## src/rtl/vga_timing_monitor.sv

```systemverilog
// Passive checker behind the VGA controller: rebuilds pixel coordinates from hsync/vsync,
// verifies 640x480@60 line/frame timing and streams visible pixels with a valid strobe.
module vga_timing_monitor #(
  parameter int H_TOTAL     = 800,
  parameter int H_SYNC      = 96,
  parameter int H_ACT_START = 144,
  parameter int H_ACT       = 640,
  parameter int V_TOTAL     = 525,
  parameter int V_SYNC      = 2,
  parameter int V_ACT_START = 35,
  parameter int V_ACT       = 480
) (
  input  logic        vga_clk,
  input  logic        sys_rst,
  input  logic        hsync,
  input  logic        vsync,
  input  logic [15:0] rgb,
  output logic        pix_valid,
  output logic [9:0]  pix_x,
  output logic [9:0]  pix_y,
  output logic [15:0] pix_rgb,
  output logic        locked,
  output logic        frame_done,
  output logic [15:0] frame_cnt,
  output logic        h_err,
  output logic        v_err,
  output logic        rgb_err
);

  localparam logic [1:0] ST_SEARCH = 2'd0;
  localparam logic [1:0] ST_CHECK  = 2'd1;
  localparam logic [1:0] ST_LOCKED = 2'd2;

  localparam logic [9:0] CNT_MAX  = 10'd1023;
  localparam logic [9:0] H_LAST   = 10'(H_TOTAL - 1);
  localparam logic [9:0] H_SYNC_W = 10'(H_SYNC);
  localparam logic [9:0] H_FIRST  = 10'(H_ACT_START);
  localparam logic [9:0] H_END    = 10'(H_ACT_START + H_ACT - 1);
  localparam logic [9:0] V_LAST   = 10'(V_TOTAL - 1);
  localparam logic [9:0] V_SYNC_W = 10'(V_SYNC);
  localparam logic [9:0] V_FIRST  = 10'(V_ACT_START);
  localparam logic [9:0] V_END    = 10'(V_ACT_START + V_ACT - 1);

  logic        hs_q, vs_q, hs_prev_q, vs_prev_q;
  logic [15:0] rgb_q;
  logic [9:0]  h_cnt_q, h_cnt_d, v_cnt_q, v_cnt_d;
  logic [1:0]  state_q, state_d;
  logic        pix_valid_q, locked_q, frame_done_q, h_err_q, v_err_q, rgb_err_q;
  logic [9:0]  pix_x_q, pix_x_d, pix_y_q, pix_y_d;
  logic [15:0] pix_rgb_q, pix_rgb_d, frame_cnt_q;

  logic hs_rise_s, hs_fall_s, vs_rise_s, vs_fall_s;
  logic checking_s, h_bad_s, v_bad_s, visible_s, pv_s, fd_s, rgb_bad_s;

  assign hs_rise_s = hs_q & ~hs_prev_q;
  assign hs_fall_s = ~hs_q & hs_prev_q;
  assign vs_rise_s = vs_q & ~vs_prev_q;
  assign vs_fall_s = ~vs_q & vs_prev_q;

  always_comb begin
    h_cnt_d = h_cnt_q;
    if (hs_rise_s) begin
      h_cnt_d = 10'd0;
    end else if (h_cnt_q != CNT_MAX) begin
      h_cnt_d = h_cnt_q + 10'd1;
    end else begin
      h_cnt_d = h_cnt_q;
    end
  end

  always_comb begin
    v_cnt_d = v_cnt_q;
    if (vs_rise_s) begin
      v_cnt_d = 10'd0;
    end else if (hs_rise_s && (v_cnt_q != CNT_MAX)) begin
      v_cnt_d = v_cnt_q + 10'd1;
    end else begin
      v_cnt_d = v_cnt_q;
    end
  end

  // Rising edges judge the period just ended (old count); falling edges judge the
  // pulse width, i.e. the count the falling sample itself carries.
  assign checking_s = (state_q == ST_CHECK) || (state_q == ST_LOCKED);
  assign h_bad_s = checking_s &&
                   ((hs_rise_s && (h_cnt_q != H_LAST)) ||
                    (hs_fall_s && (h_cnt_d != H_SYNC_W)) ||
                    ((h_cnt_q != CNT_MAX) && (h_cnt_d == CNT_MAX)));
  assign v_bad_s = checking_s &&
                   ((vs_rise_s && (v_cnt_q != V_LAST)) ||
                    (vs_fall_s && (v_cnt_d != V_SYNC_W)));

  assign visible_s = (h_cnt_d >= H_FIRST) && (h_cnt_d <= H_END) &&
                     (v_cnt_d >= V_FIRST) && (v_cnt_d <= V_END);
  assign pv_s      = (state_q == ST_LOCKED) && visible_s;
  assign rgb_bad_s = (state_q == ST_LOCKED) && !visible_s && (rgb_q != 16'h0000);
  assign fd_s      = (state_q == ST_LOCKED) && vs_rise_s && !h_bad_s && !v_bad_s;

  always_comb begin
    state_d = state_q;
    case (state_q)
      ST_SEARCH: begin
        if (vs_rise_s) state_d = ST_CHECK;
        else           state_d = ST_SEARCH;
      end
      ST_CHECK: begin
        if (h_bad_s || v_bad_s) state_d = ST_SEARCH;
        else if (vs_rise_s)     state_d = ST_LOCKED;
        else                    state_d = ST_CHECK;
      end
      ST_LOCKED: begin
        if (h_bad_s || v_bad_s) state_d = ST_SEARCH;
        else                    state_d = ST_LOCKED;
      end
      default: state_d = ST_SEARCH;
    endcase
  end

  always_comb begin
    pix_x_d   = pix_x_q;
    pix_y_d   = pix_y_q;
    pix_rgb_d = pix_rgb_q;
    if (pv_s) begin
      pix_x_d   = h_cnt_d - H_FIRST;
      pix_y_d   = v_cnt_d - V_FIRST;
      pix_rgb_d = rgb_q;
    end else begin
      pix_x_d   = pix_x_q;
      pix_y_d   = pix_y_q;
      pix_rgb_d = pix_rgb_q;
    end
  end

  always_ff @(posedge vga_clk) begin
    if (sys_rst) begin
      hs_q <= 1'b0; vs_q <= 1'b0; hs_prev_q <= 1'b0; vs_prev_q <= 1'b0;
      rgb_q <= 16'h0000;
      h_cnt_q <= 10'd0; v_cnt_q <= 10'd0;
      state_q <= ST_SEARCH;
      pix_valid_q <= 1'b0; pix_x_q <= 10'd0; pix_y_q <= 10'd0; pix_rgb_q <= 16'h0000;
      locked_q <= 1'b0; frame_done_q <= 1'b0; frame_cnt_q <= 16'h0000;
      h_err_q <= 1'b0; v_err_q <= 1'b0; rgb_err_q <= 1'b0;
    end else begin
      hs_q <= hsync; vs_q <= vsync; hs_prev_q <= hs_q; vs_prev_q <= vs_q;
      rgb_q <= rgb;
      h_cnt_q <= h_cnt_d; v_cnt_q <= v_cnt_d;
      state_q <= state_d;
      pix_valid_q <= pv_s; pix_x_q <= pix_x_d; pix_y_q <= pix_y_d; pix_rgb_q <= pix_rgb_d;
      locked_q <= (state_d == ST_LOCKED);
      frame_done_q <= fd_s;
      frame_cnt_q <= fd_s ? frame_cnt_q + 16'd1 : frame_cnt_q;
      h_err_q <= h_bad_s; v_err_q <= v_bad_s; rgb_err_q <= rgb_bad_s;
    end
  end

  assign pix_valid  = pix_valid_q;
  assign pix_x      = pix_x_q;
  assign pix_y      = pix_y_q;
  assign pix_rgb    = pix_rgb_q;
  assign locked     = locked_q;
  assign frame_done = frame_done_q;
  assign frame_cnt  = frame_cnt_q;
  assign h_err      = h_err_q;
  assign v_err      = v_err_q;
  assign rgb_err    = rgb_err_q;

endmodule

```

## config.mk

```make
export PLATFORM = sky130hd
export DESIGN_NAME = vga_timing_monitor
export DESIGN_NICKNAME = d
export VERILOG_FILES = /design/src/rtl/vga_timing_monitor.sv
export SDC_FILE = /design/constraint.sdc
export NUM_CORES = 1
export LEC_CHECK = 0
export ABC_AREA = 1
export CAP_MARGIN = 25
export CORE_MARGIN = 2
export CORE_UTILIZATION = 40
export DETAILED_ROUTE_END_ITERATION = 16
export PLACE_DENSITY = 0.75
export SYNTH_ARGS = -nofsm -noshare
export SYNTH_HDL_FRONTEND = slang
export SYNTH_SLANG_ARGS = --single-unit
```

## constraint.sdc

```tcl
create_clock -name vga_clk -period 2.6 [get_ports vga_clk]
set_clock_uncertainty 0.15 [all_clocks]
set_input_delay 0.39 -clock vga_clk [delete_from_list [all_inputs] [get_ports vga_clk]]
set_output_delay 0.39 -clock vga_clk [all_outputs]
set_load 0.005 [all_outputs]
```

Word level (Yosys, flattened, before mapping):

Cells that the tools add are included.
Widths: inputs -> output; s select.

* memories kept: 0
* bits in latches: 0
* memory bits (read-only): 0
* register bits: 100
* RAM bits: 0
* logic and storage cells: 81
* input bits: 20

* multipliers: 0
* reduce and logical (&&, ||, !) cells: 27
* $add $sub $neg: 5
* divide/modulo/power cells: 0
* bitwise logic cells: 8
* shift-type cells: 0
* order comparisons: 4
* eq/ne operators: 10
* muxes and demuxes: 9

Operators with widths (count)
* $mux 10: 4
* $ne 10x10->1 const B: 4
* $add 10x1->10 const B: 2
* $le 10x10->1 const B: 2
* $logic_and 1x1->1: 17
* $add 16x1->16 const B: 1
* $reduce_bool 16->1: 1
* $eq 10x10->1 const B: 1
* $ge 10x6->1 const B: 1
* $ge 10x8->1 const B: 1
* $ne 10x2->1 const B: 1
* $ne 10x7->1 const B: 1
* $sub 10x6->10 const B: 1
* $sub 10x8->10 const B: 1
* $mux 2: 3
* $pmux 2 s3: 1
* $logic_or 1x1->1: 5
* $and 1x1->1: 4
* $eq 2x2->1 const B: 2
* $not 1->1: 4
* $logic_not 1->1: 3
* $eq 2x1->1 const B: 1
* $logic_not 2->1: 1
* $mux 1: 1

Logic depth before layout (Yosys ltp):

Gate-level depths: netlist (run 1).

* depth after elaboration: 13
* depth in mapped cells: 21
* depth with buffers taken out: 20

Least setup slack after synthesis (run 1):

OpenSTA, ideal clock, no wires.

* path type: register to register
* start: reg h_cnt_q[0]
* end: reg frame_cnt_q[2] (netlist: frame_cnt[2])
* arrival: 2.557 ns
* setup time: 0.137 ns
* setup slack: -0.244 ns
* stages on the path, launching flop included: 22
* cell sequence: dfxtp_1 > ha_1 > nand2_1 > nor2_4 > nand3_4 > nand4_1 > xor2_1 > nand2_1 > inv_1 > ha_1 > inv_1 > nor2_1 > nand2_1 > nor2_1 > nand2_1 > nand2_1 > nand3_2 > a21oi_4 > nand2_4 > buf_4 > nand2_1 > a21oi_1

* word-level cells in the longest chain between the ends: 11
* elaborated cells on any way between the ends: 16
* classes of those cells: add/sub (1); eq/ne (4); mux (2); reduce/logical (9)

Ends and longest elaborated chain
* from (decl): line 46 `logic [9:0] h_cnt_q, h_cnt_d, v_cnt_q, v_cnt_d;`
* from (signal assigned): line 146 `h_cnt_q <= h_cnt_d; v_cnt_q <= v_cnt_d;`
* $add 10x1->10 / $ne 10x10->1 (equally long branches): line 65, 64
* $mux 10 (*): line 64 `end else if (h_cnt_q != CNT_MAX) begin`
* $mux 10 (*): line 62 `if (hs_rise_s) begin`
* named net h_cnt_d[5]: line 46
* $ne 10x7->1: line 87 `(hs_fall_s && (h_cnt_d != H_SYNC_W)) ||`
* $logic_and 1x1->1: line 87
* $logic_or 1x1->1: line 86 `((hs_rise_s && (h_cnt_q != H_LAST)) ||`
* $logic_or 1x1->1 (*): line 87
* $logic_and 1x1->1 (*): line 85 `assign h_bad_s = checking_s &&`
* $logic_not 1->1 (*): line 97 `assign fd_s = (state_q == ST_LOCKED) && vs_rise_s && !h_bad_s && !v_bad_s;`
* $logic_and 1x1->1 (*) (2 in series): line 97
* to (signal assigned): line 151 `frame_cnt_q <= fd_s ? frame_cnt_q + 16'd1 : frame_cnt_q;`
* to (decl): line 50 `logic [15:0] pix_rgb_q, pix_rgb_d, frame_cnt_q;`

The timed path passes the listed nets; every way through them passes the cells marked *.
A chain may end at the register's enable or synchronous reset.

Worst setup path in the final report (run 1):

* start: reg h_cnt_q[1]
* end: reg pix_x_q[7] (netlist: pix_x[7])

* word-level cells in the longest chain between the ends: 8
* elaborated cells on any way between the ends: 11
* classes of those cells: add/sub (2); order compare (2); eq/ne (1); mux (2); reduce/logical (4)

Ends and longest elaborated chain
* $add 10x1->10 / $ne 10x10->1 (equally long branches): line 65, 64
* $mux 10 (*): line 64
* $mux 10 (*): line 62
* $ge 10x8->1 / $le 10x10->1 (equally long branches): line 93 `assign visible_s = (h_cnt_d >= H_FIRST) && (h_cnt_d <= H_END) &&`
* $logic_and 1x1->1 (2 in series): line 93
* $logic_and 1x1->1: line 94 `(v_cnt_d >= V_FIRST) && (v_cnt_d <= V_END);`
* $logic_and 1x1->1: line 95 `assign pv_s = (state_q == ST_LOCKED) && visible_s;`
* to (signal assigned): line 148 `pix_valid_q <= pv_s; pix_x_q <= pix_x_d; pix_y_q <= pix_y_d; pix_rgb_q <= pix_rgb_d;`
* to (decl): line 49 `logic [9:0] pix_x_q, pix_x_d, pix_y_q, pix_y_d;`

Every way passes the cells marked *; elsewhere a longest branch is shown, timed or not.

==> results of run 1 <==
[where the power goes]
part	internal, mW	switching [mW]	leakage (nW)
registers	1.56	0.0159	0.813
clock network	0.693	0.690	0.152
logic	0.112	0.146	2.14
[flip-flops by register name, summed over array words and instances (netlist names)]
signal / count
vs_prev_q: 1
rgb_q: 16
state_q: 2
rgb_err: 1
pix_valid: 1
vs_q: 1
pix_x: 10
h_cnt_q: 10
pix_y: 10
h_err: 1
frame_cnt: 16
hs_prev_q: 1
v_cnt_q: 10
locked: 1
hs_q: 1
pix_rgb: 16
v_err: 1
frame_done: 1
[final cells by class]
type | instances | share of cell area
multi-input combinational | 499 | 0.387
sequential | 100 | 0.280
clock buffer | 9 | 0.0313
timing repair buffer | 159 | 0.217
tap | 172 | 0.0299
clock inverter | 7 | 0.0124
inverter | 82 | 0.0428
[kinds of logic (layout without fill, tap and decap cells)]
family,count (synthesis),count (layout),share of synthesized area
compound gates,63,63,0.0744
xor+xnor,24,24,0.0415
fa+ha+maj,14,14,0.0346
buf+inv,105,257,0.0903
flops,100,100,0.396
simple gates,397,398,0.363
[metrics by stage]
stage / cells / total power, mW / instance area, um2 / hold WS [ns] / TNS, ns
6_report: 1028 / 3.21 / 7190 / 0.192 / -7.79
4_1_cts: 1014 / 3.22 / 6900 / 0.191 / -3.51
2_1_floorplan: 703 / 1.74 / 5080 / 0.276 / -3.41
5_1_grt: 1028 / 3.32 / 7190 / 0.188 / -19.16
3_5_place_dp: 991 / 1.84 / 6410 / 0.294 / -7.48
3_3_place_gp: 991 / 1.84 / 6410 / 0.292 / -2.63
[cell usage in the layout, fill, tap and decap left out, types with 9 or more instances in the layout]
master / n
a21oi_1: 18
buf_4: 62
clkbuf_16: 12
clkdlybuf4s50_1: 76
dfxtp_1: 96
ha_1: 10
inv_1: 75
nand2_1: 122
nand2_2: 17
nand2_4: 9
nand3_1: 44
nand3_2: 21
nand4_1: 15
nor2_1: 143
o21ai_0: 13
o21ai_1: 17
xnor2_1: 10
xor2_1: 14
[timing repair]
action	4_1_cts	5_1_grt
hold endpoints to repair	0	0
hold buffers	0	0
gates cloned	2	5
setup buffers	5	9
endpoints found under the setup margin	55	60
gates resized for setup	30	44
pin swaps	10	30
[critical path, cell delays in order (launching register included)]
cell	delay (ns)
dfxtp_2	0.36
ha_4	0.15
nand2_4	0.05
nor2_4	0.12
nand3_4	0.07
nand4_1	0.09
xor2_1	0.21
nand2_2	0.12
buf_4	0.15
ha_4	0.16
a21oi_4	0.16
nor2_2	0.06
a21boi_2	0.19
nand3_2	0.13
nor2_4	0.13
buf_12	0.15
buf_8	0.13
nand2_2	0.05
a21oi_2	0.11
[metal layers]
layer,GRT usage,wire [um],vias to the layer above
li1,-,-,2517
met1,0.233,5750,2289
met2,0.344,6610,180
met3,0.0358,783,41
met4,0.0659,297,0
met5,0,0,-
[worst max path at each step]
stage                                     start                    endpoint
after floorplan           h_cnt_q[1]$_SDFF_PP0_   frame_cnt[2]$_SDFFE_PP0P_
after global placement    h_cnt_q[1]$_SDFF_PP0_   frame_cnt[4]$_SDFFE_PP0P_
after detailed placement  h_cnt_q[1]$_SDFF_PP0_   frame_cnt[6]$_SDFFE_PP0P_
after CTS                 h_cnt_q[1]$_SDFF_PP0_       pix_x[7]$_SDFFE_PP0P_
after global routing      h_cnt_q[1]$_SDFF_PP0_  frame_cnt[10]$_SDFFE_PP0P_
final                     h_cnt_q[1]$_SDFF_PP0_       pix_x[7]$_SDFFE_PP0P_
==> flow_metrics.py, run 1 <==
metrics = {
    "outcome": {
        "status": "finished with violations",
        "violations": "negative setup slack",
    },
    "logic_synthesis": {
        "synth_area_um2": 5060,
        "synthesis.nets": 737,
        "synth_seq_area_share": 0.396,
        "netlist.area_leader.share": 0.396,
        "ys_types": 39,
        "synth-edff-count": 0,
        "syn_avg_cell_area_um2": 7.20,
        "synth.area.top_cells": "dfxtp_1, nor2_1, nand2_1, inv_1, nand3_1",
        "yosysMostFrequentCell": "nor2_1",
        "synth_common_cells": "nor2_1, nand2_1, dfxtp_1",
        "synth_top_area_cell": "dfxtp_1",
        "async_flop_share": 0,
        "synthCells": 703,
        "synth_seq_cells": 100,
        "ys_warn_count": 0,
        "synthFlopType": "dfxtp_1",
    },
    "place": {
        "dp_hpwl_um": 8940,
        "io_buffers": 77,
        "pre_cts_slack_ns": -0.217,
        "place.gp.congestion": 0.902,
    },
    "final_layout": {
        "syn2layout_area_growth_pct": 42.1,
        "post-route-util": 0.577,
        "final_nets": 885,
        "final.fill_count": 1130,
        "layout-drive-gt1-share": 0.222,
        "seq_area_um2": 2010,
        "multiInputGateArea_um2": 2780,
        "num_antenna_cells": 0,
    },
    "worst_setup_path": {
        "cp-start-kind": "flop",
        "r2r_setup_slack_ns": -0.22,
        "rr_endpoint": "pix_x[7]$_SDFFE_PP0P_",
        "worstSetupPathType": "flop to flop",
        "path_max_fanout": 8,
        "cp.arrival_ns": 2.95,
        "r2r-start": "h_cnt_q[1]$_SDFF_PP0_",
        "reg2reg_depth": 18,
        "crit_required_ns": 2.73,
        "end_kind": "flop",
    },
    "sta": {
        "setup_viol": 55,
        "hold_viol": 0,
        "maxSlewHeadroom": 0.530,
        "tightestPinTransition_ns": 0.705,
        "period_share": 1.09,
        "drv_slew": 0,
        "fmax_ghz": 0.354,
        "rsz0062_at_grt": "yes",
        "post-route-worst-setup-slack_ns": -0.223,
        "period_minus_slack_ns": 2.82,
    },
    "hold_path": {
        "holdPathEnd": "state_q[0]$_SDFF_PP0_",
        "min_path_cells": 3,
        "min_path_type": "primary input to flop",
        "hp-start": "sys_rst",
    },
    "grt": {
        "grt_pass1_vias": 4625,
        "grt_max_degree": 63,
        "overflow": 0,
        "grt_use_total": 0.193,
        "antenna_found_initial": 0,
        "grt_pass1_wl_um": 20900,
    },
    "die": {
        "rows": 41,
        "start_util": 0.406,
        "die_h_um": 116,
        "ios": 78,
        "fp.dieArea_um2": 13600,
        "coreArea_um2": 12500,
        "die_w_um": 116,
    },
    "cts": {
        "root_buffer": "clkbuf_16",
        "clkLatencyLatePin_ns": 0.35,
        "clockBufferDepth": 2,
        "htree_num_levels": 3,
        "cts_sinks": 100,
        "cts_buffers": 9,
        "cts_tree": "done",
        "clkTransAtPathRegs_ns": 0.08,
    },
    "flow_run": {
        "max_cap_violations": 0,
    },
    "detailed_routing": {
        "drc": 0,
        "antenna_left": 0,
        "dr_total_vias": 5027,
        "detail_route.vias_per_cell": 4.89,
        "drt_iter0_markers": 364,
        "drt-wirelength-per-cell_um": 13.1,
        "drt-total-wl_um": 13400,
        "firstDrtPassIters": 5,
    },
    "pwr": {
        "p_leak_nw": 3.10,
        "ir_worst_vdd_mv": 0.299,
        "power.density_nw_per_um2": 447,
    },
}
(Power assumes the default switching activity.)
==> inputs of run 2 (changes only) <==
CORE_MARGIN = 10   (was 2)
==> run 2 against run 1 <==
The flow still finishes with violations (negative setup slack). Utilization is essentially flat. Fmax shrank 1.4%. Global-route usage fell by 4.1 points. Largest power group unchanged. Highest routed layer unchanged.
==> flow_metrics.py, run 2 (synthesis gave the netlist of run 1 again) <==
metrics = {
    "final_layout": {
        "final.fill_count": 1165,
        "final_common_cell": "nor2_1",
        "syn2layout_area_growth_pct": 42.7,
        "layout-drive-gt1-share": 0.239,
        "num_antenna_cells": 0,
        "final_cell_mix": "nor2_1, nand2_1, dfxtp_1",
        "seq_area_um2": 2010,
        "fin_area_um2": 7220,
        "multiInputGateArea_um2": 2920,
        "final_nets": 883,
    },
    "outcome": {
        "status": "finished with violations",
        "violations": "negative setup slack",
    },
    "die": {
        "die_w_um": 132,
        "coreArea_um2": 12500,
        "ios": 78,
        "fp.dieArea_um2": 17500,
        "start_util": 0.404,
        "rows": 41,
        "die_h_um": 132,
    },
    "worst_setup_path": {
        "slowest_delay_ns": 0.36,
        "r2r-start": "h_cnt_q[1]$_SDFF_PP0_",
        "slowest_stage": "dfxtp_2",
        "crit_required_ns": 2.74,
        "worstSetupPathType": "flop to flop",
        "cp-start-kind": "flop",
        "cp.arrival_ns": 3.00,
        "r2r_setup_slack_ns": -0.26,
        "crit_top_cell": "nand2_1",
        "rr_endpoint": "frame_cnt[2]$_SDFFE_PP0P_",
        "reg2reg_depth": 21,
        "end_kind": "flop",
        "crit_chain": "ha_4 -> nand2_4 -> nor2_4 -> nand3_4 -> nand4_1 -> xor2_1 -> nand2_2 -> inv_2 -> ha_4 -> inv_2 -> nor2_2 -> nand2_1 -> nor2_1 -> nand2_1 -> nand2_1 -> nand3_2 -> a21oi_4 -> buf_6 -> buf_12 -> nand3_4 -> a21oi_2",
        "path_max_fanout": 8,
    },
    "pwr": {
        "ir_worst_vdd_mv": 0.264,
        "p_leak_nw": 3.05,
        "power.density_nw_per_um2": 436,
    },
    "grt": {
        "grt_max_degree": 40,
        "grt_use_total": 0.152,
        "antenna_found_initial": 0,
        "grt_pass1_vias": 4824,
        "grt_pass1_wl_um": 22700,
        "overflow": 0,
    },
    "sta": {
        "post-route-worst-setup-slack_ns": -0.264,
        "drv_slew": 0,
        "setup_tns_ns": -9.04,
        "tightestPinTransition_ns": 0.557,
        "fmax_ghz": 0.349,
        "period_share": 1.10,
        "maxSlewHeadroom": 0.629,
        "period_minus_slack_ns": 2.86,
        "rsz0062_at_grt": "yes",
        "hold_viol": 0,
        "setup_viol": 57,
    },
    "place": {
        "placed_area_um2": 6400,
        "io_buffers": 77,
        "dp_hpwl_um": 9420,
        "place.gp.congestion": 0.882,
    },
    "detailed_routing": {
        "antenna_left": 0,
        "dr_total_vias": 4910,
        "drt-total-wl_um": 13800,
        "detail_route.vias_per_cell": 4.79,
        "firstDrtPassIters": 7,
        "drc": 0,
        "drt-wirelength-per-cell_um": 13.5,
        "drt_iter0_markers": 389,
    },
    "cts": {
        "cts_buffers": 9,
        "htree_num_levels": 3,
        "root_buffer": "clkbuf_16",
        "clkTransAtPathRegs_ns": 0.07,
        "clkLatencyLatePin_ns": 0.35,
        "clockBufferDepth": 2,
        "cts_sinks": 100,
        "cts_tree": "done",
    },
    "hold_path": {
        "hp-start": "vs_q$_SDFF_PP0_",
        "holdPathEnd": "vs_prev_q$_SDFF_PP0_",
        "min_path_type": "flop to flop",
        "min_path_cells": 2,
    },
    "flow_run": {
        "max_cap_violations": 0,
    },
}
==> run 2: cell types whose count changed in the layout (fill, tap and decap cells not counted), moves of 4 or more <==
| cell | previous run | this run |
|---|---|---|
| o21ai_1 | 17 | 23 |
| o21ai_0 | 13 | 4 |
| a21oi_1 | 18 | 8 |
| a21oi_2 | 7 | 17 |
| buf_8 | 5 | 0 |
| nand2_4 | 9 | 13 |
| buf_6 | 7 | 11 |
==> run 2: repair_timing <==
action,4_1_cts,5_1_grt
setup buffers,9,10
hold buffers,0,0
gates resized for setup,26,82
cloned,2,2
pin swaps,28,25
setup endpoints to repair,54,60
==> run 2: routing by layer <==
| metal | track usage | part of all wire | vias to the layer above |
|---|---|---|---|
| li1 | - | - | 2517 |
| met1 | 0.179 | 0.43 | 2267 |
| met2 | 0.257 | 0.51 | 106 |
| met3 | 0.0390 | 0.044 | 20 |
| met4 | 0.0623 | 0.019 | 0 |
| met5 | 0 | 0 | - |
==> run 2: cell type report <==
class,instances,area share
Multi-Input combinational cell,499,0.405
Clock inverter,5,0.00607
Clock buffer,11,0.0336
Sequential cell,100,0.279
Timing Repair Buffer,157,0.204
Inverter,82,0.0426
Tap cell,172,0.0298
==> run 2: worst max path at each step <==
stage                           from                          to  slack [ns]
2_1_floorplan  h_cnt_q[1]$_SDFF_PP0_   frame_cnt[2]$_SDFFE_PP0P_       -0.18
3_3_place_gp   h_cnt_q[1]$_SDFF_PP0_       pix_x[7]$_SDFFE_PP0P_       -0.13
3_5_place_dp   h_cnt_q[1]$_SDFF_PP0_       pix_x[7]$_SDFFE_PP0P_       -0.17
4_1_cts        h_cnt_q[0]$_SDFF_PP0_  frame_cnt[10]$_SDFFE_PP0P_       -0.15
5_1_grt        h_cnt_q[1]$_SDFF_PP0_   frame_cnt[2]$_SDFFE_PP0P_       -0.44
6_report       h_cnt_q[1]$_SDFF_PP0_   frame_cnt[2]$_SDFFE_PP0P_       -0.26
==> run 2: where the power goes <==
part	total, mW	switching [mW]	internal (mW)	leakage [nW]
registers	1.57	0.0167	1.56	0.814
logic	0.265	0.150	0.115	2.10
clock network	1.31	0.619	0.688	0.134
total	3.14	0.786	2.36	3.05
==> run 2: critical path: cells and delay by family, from the launching register on <==
family | cells | cell delay (ns)
and+or+nand+nor | 12 | 0.99
AOI/OAI and AO/OA | 2 | 0.38
DFF | 1 | 0.36
adders and majority gates | 2 | 0.28
buffers and inverters | 4 | 0.43
xor gates and xnor gates | 1 | 0.22
==> run 2: per-stage QoR <==
stage | power, mW | worst slack (ns) | hold slack [ns] | cells | utilization
floorplan | 1.74 | -0.183 | 0.276 | 703 | -
global placement | 1.84 | -0.132 | 0.287 | 988 | 0.512
detailed placement | 1.84 | -0.170 | 0.297 | 988 | 0.512
CTS | 3.14 | -0.149 | 0.309 | 1015 | 0.549
global route | 3.26 | -0.438 | 0.327 | 1026 | 0.577
finish | 3.14 | -0.264 | 0.307 | 1026 | 0.577
